$ cat config.mk
export PLATFORM = sky130hd
export DESIGN_NAME = reg_alu_seq
export DESIGN_NICKNAME = d
export VERILOG_FILES = /design/src/rtl/reg_alu_seq.sv
export SDC_FILE = /design/constraint.sdc
export NUM_CORES = 1
export LEC_CHECK = 0
export CORE_MARGIN = 2
export CORE_UTILIZATION = 39
export DETAILED_ROUTE_END_ITERATION = 16
export GPL_TIMING_DRIVEN = 0
export PLACE_DENSITY = 0.55
export REMOVE_ABC_BUFFERS = 1
export SYNTH_ARGS = -nofsm -noshare
export SYNTH_HDL_FRONTEND = slang
export SYNTH_SLANG_ARGS = --single-unit
$ cat constraint.sdc
create_clock -name clk -period 4.78 [get_ports clk]
set_input_delay 0.956 -clock clk [delete_from_list [all_inputs] [get_ports clk]]
set_output_delay 0.956 -clock clk [all_outputs]
set_load 0.01 [all_outputs]
$ cat src/rtl/reg_alu_seq.sv
// reg_alu_seq: register file + ALU datapath core with a command handshake.
// Eight (2**ADDR_W) registers, two live combinational read ports, registered
// carry/zero/negative flags and a one-cycle "done" pulse per committed command.
// Optional build macro REG_ALU_SEQ_MUL_EN: when defined, op 111 is a multi-cycle
// shift-add multiply (IDLE -> MUL -> WB); when undefined, op 111 is a NOP that
// commits in one cycle without touching registers or flags.
module reg_alu_seq #(
    parameter int WIDTH  = 16,
    parameter int ADDR_W = 3
) (
    input  logic              clk,
    input  logic              reset,
    input  logic              cmd_valid,
    output logic              cmd_ready,
    input  logic              sel,
    input  logic [2:0]        op,
    input  logic [ADDR_W-1:0] rd_addr_a,
    input  logic [ADDR_W-1:0] rd_addr_b,
    input  logic [ADDR_W-1:0] wr_addr,
    input  logic [WIDTH-1:0]  d_in,
    output logic [WIDTH-1:0]  d_out_a,
    output logic [WIDTH-1:0]  d_out_b,
    output logic              done,
    output logic              cout,
    output logic              zero,
    output logic              neg
);

    localparam int NREG = 1 << ADDR_W;

    logic [WIDTH-1:0]  regs [NREG];
    logic [WIDTH-1:0]  op_a;
    logic [WIDTH-1:0]  op_b;
    logic              accept;
    logic              alu_cmd;
    logic              start_mul;
    logic [WIDTH-1:0]  alu_res;
    logic              alu_c;
    logic [WIDTH:0]    sum;
    logic              we;
    logic [ADDR_W-1:0] waddr;
    logic [WIDTH-1:0]  wdata;
    logic              mul_wb;
    logic [WIDTH-1:0]  mul_lo;
    logic              mul_ovf;
    logic [ADDR_W-1:0] mul_dst;

    // Operands and read ports are the same live register reads; no forwarding.
    assign op_a    = regs[rd_addr_a];
    assign op_b    = regs[rd_addr_b];
    assign d_out_a = op_a;
    assign d_out_b = op_b;

    assign accept  = cmd_valid & cmd_ready;
    // Single-cycle ALU commits: every op except 111 (MUL or NOP).
    assign alu_cmd = accept & sel & (op != 3'b111);

    // Combinational ALU for the single-cycle ops.
    always_comb begin
        alu_res = '0;
        alu_c   = 1'b0;
        sum     = '0;
        case (op)
            3'b000: begin
                sum     = {1'b0, op_a} + {1'b0, op_b};
                alu_res = sum[WIDTH-1:0];
                alu_c   = sum[WIDTH];
            end
            3'b001: begin
                sum     = {1'b0, op_a} - {1'b0, op_b};
                alu_res = sum[WIDTH-1:0];
                alu_c   = sum[WIDTH];
            end
            3'b010: alu_res = op_a & op_b;
            3'b011: alu_res = op_a | op_b;
            3'b100: alu_res = op_a ^ op_b;
            3'b101: begin
                alu_res = {op_a[WIDTH-2:0], 1'b0};
                alu_c   = op_a[WIDTH-1];
            end
            3'b110: begin
                alu_res = {1'b0, op_a[WIDTH-1:1]};
                alu_c   = op_a[0];
            end
            default: ;
        endcase
    end

`ifdef REG_ALU_SEQ_MUL_EN
    localparam logic [1:0] S_IDLE = 2'd0;
    localparam logic [1:0] S_MUL  = 2'd1;
    localparam logic [1:0] S_WB   = 2'd2;
    localparam int         CNT_W  = $clog2(WIDTH);

    logic [1:0]         state;
    logic [CNT_W-1:0]   cnt;
    logic [WIDTH-1:0]   mcand;
    logic [2*WIDTH-1:0] prod;
    logic [ADDR_W-1:0]  dst;
    logic [WIDTH:0]     part;

    assign cmd_ready = (state == S_IDLE);
    assign start_mul = accept & sel & (op == 3'b111);
    assign mul_wb    = (state == S_WB);
    assign mul_lo    = prod[WIDTH-1:0];
    assign mul_ovf   = |prod[2*WIDTH-1:WIDTH];
    assign mul_dst   = dst;

    // Upper half plus the conditionally added multiplicand, carry kept.
    assign part = {1'b0, prod[2*WIDTH-1:WIDTH]} + {1'b0, (prod[0] ? mcand : {WIDTH{1'b0}})};

    // Multiply sequencer: snapshot operands at accept, WIDTH shift-add steps, then write back.
    always_ff @(posedge clk or negedge reset) begin
        if (!reset) begin
            state <= S_IDLE;
            cnt   <= '0;
            mcand <= '0;
            prod  <= '0;
            dst   <= '0;
        end else begin
            case (state)
                S_IDLE: begin
                    if (start_mul) begin
                        state <= S_MUL;
                        cnt   <= '0;
                        mcand <= op_a;
                        prod  <= {{WIDTH{1'b0}}, op_b};
                        dst   <= wr_addr;
                    end
                end
                S_MUL: begin
                    prod <= {part, prod[WIDTH-1:1]};
                    cnt  <= cnt + 1'b1;
                    if (cnt == CNT_W'(WIDTH - 1)) begin
                        state <= S_WB;
                    end
                end
                S_WB:    state <= S_IDLE;
                default: state <= S_IDLE;
            endcase
        end
    end
`else
    assign cmd_ready = 1'b1;
    assign start_mul = 1'b0;
    assign mul_wb    = 1'b0;
    assign mul_lo    = '0;
    assign mul_ovf   = 1'b0;
    assign mul_dst   = '0;
`endif

    // Write-port select: product write-back, external load, or ALU result.
    always_comb begin
        we    = 1'b0;
        waddr = wr_addr;
        wdata = d_in;
        if (mul_wb) begin
            we    = 1'b1;
            waddr = mul_dst;
            wdata = mul_lo;
        end else if (accept && !sel) begin
            we = 1'b1;
        end else if (alu_cmd) begin
            we    = 1'b1;
            wdata = alu_res;
        end
    end

    // One storage register per address, each with its own write enable.
    generate
        for (genvar gi = 0; gi < NREG; gi++) begin : g_reg
            logic [WIDTH-1:0] q;
            // Register gi captures the write data when addressed.
            always_ff @(posedge clk or negedge reset) begin
                if (!reset) begin
                    q <= '0;
                end else if (we && (waddr == ADDR_W'(gi))) begin
                    q <= wdata;
                end
            end
            assign regs[gi] = q;
        end
    endgenerate

    // Flags follow ALU commits and product write-back only; loads keep them.
    always_ff @(posedge clk or negedge reset) begin
        if (!reset) begin
            cout <= 1'b0;
            zero <= 1'b0;
            neg  <= 1'b0;
        end else if (mul_wb) begin
            cout <= mul_ovf;
            zero <= (mul_lo == '0);
            neg  <= mul_lo[WIDTH-1];
        end else if (alu_cmd) begin
            cout <= alu_c;
            zero <= (alu_res == '0);
            neg  <= alu_res[WIDTH-1];
        end
    end

    // Done pulses the cycle after any commit; a started multiply commits at write-back.
    always_ff @(posedge clk or negedge reset) begin
        if (!reset) begin
            done <= 1'b0;
        end else begin
            done <= mul_wb | (accept & ~start_mul);
        end
    end

endmodule

==> summary.md <==
| Metric | Value |
|---|---|
| Min cycle time layout | `4680 ps` |
| Worst VDD drop | `0.263 mV` |
| Reg2Reg Depth | `14` |
| Hold Fails Final Rpt | `0` |
| Worst-skew pair later-pin latency | `430 ps` |
| CP endpoint kind | `register` |
| Worst R2R End | `g_reg[2].q[15]` |
| Slew HR | `5.93%` |
| Adder-Cell Fraction of Synth Area | `6.69%` |
| FFs w/ async S/R, synth | `100%` |
| Htree depth | `4` |
| Setup CP Type | `input port to register` |
| Critical Path Fanout Max | `6` |
| Crit start category | `input port` |
| Met3 Wirelength | `1690 um` |
| Core Region | `0.0245 sq mm` |
| Top sig layer | `met4` |
| Largest family of logic cells by synthesized area | `multiplexers` |
| Routed WL | `30,600 um` |
| Synth warnings | `0` |
| Worst endpoint data arrival time | `5050 ps` |
| Mux share of post-synthesis cell area | `30.3%` |
| Die W | `162 um` |
| N_diodes | `0` |
| Hold Buf Count CTS | `0` |
| Share of post-route cells with drive strength above 1 | `29.9%` |
| Mean Syn Cell Area | `10.8 sq um` |
| Post-route DRC violation count | `0` |
| Clock Sinks | `132` |
| Hold path start | `neg` |
| Die Ht | `162 um` |
| CTS buffer count | `17` |
| Status | `finished, final reports clean` |
| Lkg Pwr | `4.96 nW` |
| Worst EP required | `5140 ps` |
| DR WL/cell | `23.9 um` |
| Clk_skew | `12.8 ps` |
| Max Freq | `213 MHz` |
| Hold slack | `495 ps` |
| Hold Crit Class | `register to register` |
| Vias in the first global route | `7,549` |
| Layout area overhead | `20.9%` |
| Period utilization | `98.0%` |
| Cells after Synth | `901` |
| Post-synthesis xor/xnor area fraction | `0.538%` |
| Simple-gate portion of the synthesized area | `9.25%` |
| Cell Area, Placed | `0.0106 sq mm` |
| Clk slew on worst S/H paths | `60 ps` |
| Met1 Routed Length | `14,700 um` |
| Share of the synthesized area in the top cell type | `33.8%` |
| Post-layout net count | `1,028` |
| Pre-antenna DRT Iters | `5` |
| Worst reg-to-reg setup slack | `580 ps` |
| CTS root buf | `clkbuf_16` |
| Initial DRC count | `654` |
| Sequential-to-total area share from yosys stat | `33.8%` |
| Largest net degree at the start of global routing | `68` |
| Initial antenna violation count | `0` |
| GRT overflow | `0` |
| Met2 Wirelength | `13,900 um` |
| CTS tree | `done` |
| Antenna-violating nets left | `0` |
| Final setup vio count | `0` |
| Top cells by area, synth | `dfrtp_1 (34%), mux4_2 (13%), mux2_2 (11%)` |
| Mapped Area | `0.00976 sq mm` |
| Row Count | `57` |
| Total track usage | `23.4%` |
| Tot Pwr | `6.16 mW` |
| Final setup TNS | `0 ps` |
| Global-route wire length before repair | `46,300 um` |
| Via/cell ratio | `6.01` |
| EDFF count, synth | `0` |
| I/O Pins | `69` |
| CP Launch Point | `rd_addr_a[0]` |
| Placer congestion estimate | `0.858` |
| Core Util, Final | `48.2%` |
| Layout fillers | `2,212` |
| Post-Layout Inst Area | `0.0118 sq mm` |
| Reg2reg start | `g_reg[6].q[5]` |
| Die area | `0.0263 sq mm` |
| Initial core utilization | `39.9%` |
| Main flop type after synthesis | `dfrtp_1` |
| CP endpoint | `zero` |
| Number of port buffers | `67` |
| Synth unique cells | `81` |
| DR vias | `7,706` |
| Final Max Slew Viols | `0` |
| Clock Path Buffers | `2` |
| Worst-Margin Slew | `1410 ps` |
| Largest area contributor in the netlist | `dfrtp_1` |
| Synth Area in Compound Gates | `14.4%` |
| Register bit total from synthesis | `132` |
| Max_cap viols | `0` |
| Dpl hpwl | `20,600 um` |
| P per Cell Area | `522 mW/mm^2` |
-- layer usage --
metal | global-route usage [%] | vias up
met5 | 0 | -
met4 | 5.31 | 0
met3 | 3.32 | 21
met2 | 36.0 | 251
met1 | 34.9 | 3939
li1 | - | 3495
-- synth_stat cells (5+ instances only) --
cell and instances:
nor2_1 51, o31ai_1 19, buf_1 6, ha_1 49, a211oi_1 15, a22oi_1 5
clkbuf_1 42, dfrtp_1 132, inv_1 45, nor4_1 5, nand3b_1 5, nor3_1 12
o211ai_1 9, mux2_2 98, o221ai_1 5, o21ai_0 32, nand3_1 14, a21oi_1 34
xnor2_1 5, mux4_2 58, buf_2 14, o21ai_1 22, nand2_1 63, mux2i_1 34
nor2b_1 9
-- worst min path at each step --
| stage | cells past startpoint | to | slack (ps) |
|---|---|---|---|
| 2_1_floorplan | 2 | g_reg[2].q[13] | 460 |
| 3_3_place_gp | 2 | g_reg[1].q[13] | 480 |
| 3_5_place_dp | 1 | zero | 470 |
| 4_1_cts | 1 | zero | 500 |
| 5_1_grt | 1 | zero | 500 |
| 6_report | 1 | neg | 490 |
-- flip-flops by register name, summed over array words and instances (netlist names) --
register,count
neg,1
cout,1
done,1
g.q,128
zero,1
-- power breakdown --
group / internal (mW) / leakage [nW] / switching (mW)
Sequential: 1.43 / 1.62 / 0.223
Combinational: 1.42 / 3.04 / 1.67
Clock: 0.879 / 0.302 / 0.538
Total: 3.74 / 4.96 / 2.43
-- worst max-delay path, cell delays in order --
cell	delay, ps
buf_6	140
buf_12	160
mux4_2	560
o21ai_4	250
inv_2	110
ha_2	250
fa_2	390
a21o_1	180
a21oi_2	150
nor3_1	60
a31oi_1	140
o21ai_0	130
or4b_1	520
or4_4	580
nor4_4	340
a21o_1	120
-- cells by family (layout without fill, tap and decap cells) --
family	after synthesis	after routing
adder cells (fa/ha/maj)	51	51
other	1	1
buffers and inverters	116	173
AND/OR/NAND/NOR	190	190
XOR/XNOR	6	6
flip-flops	132	132
AO/OA/AOI/OAI	204	204
multiplexers	201	201
-- area by class of cell --
type                       instances  area, sq um  area share (%)
multi-input combinational        653         6220            52.7
sequential                       132         3300            28.0
clock inverter                    14          198            1.68
inverter                          49          184            1.56
timing repair buffer              92         1060            8.99
clock buffer                      18          429            3.64
tap                              324          405            3.44
-- cell usage in the layout (no fill, tap or decap), drive strengths merged, types with 19 or more instances in the layout --
cell / instances
dfrtp: 132
mux2: 101
nand2: 63
mux4: 60
clkdlybuf4s50: 59
o21ai: 55
inv: 53
nor2: 51
ha: 49
mux2i: 40
a21oi: 35
buf: 26
clkbuf: 24
o31ai: 19
-- through the flow --
stage / worst slack [ps] / std cells
finish: 95.0 / 1282
global route: -7.31 / 1282
CTS: 9.87 / 1265
detailed placement: -2100 / 1231
global placement: -3280 / 1225
floorplan: 299 / 834
-- timing repair --
item | 4_1_cts | 5_1_grt
endpoints found under the setup margin | 131 | 58
buffers inserted | 1 | 13
endpoints found under the hold margin | 0 | 0
gates resized for setup | 42 | 32
cloned | 1 | 4
pin swaps | 3 | 7
(Power assumes the default switching activity.)
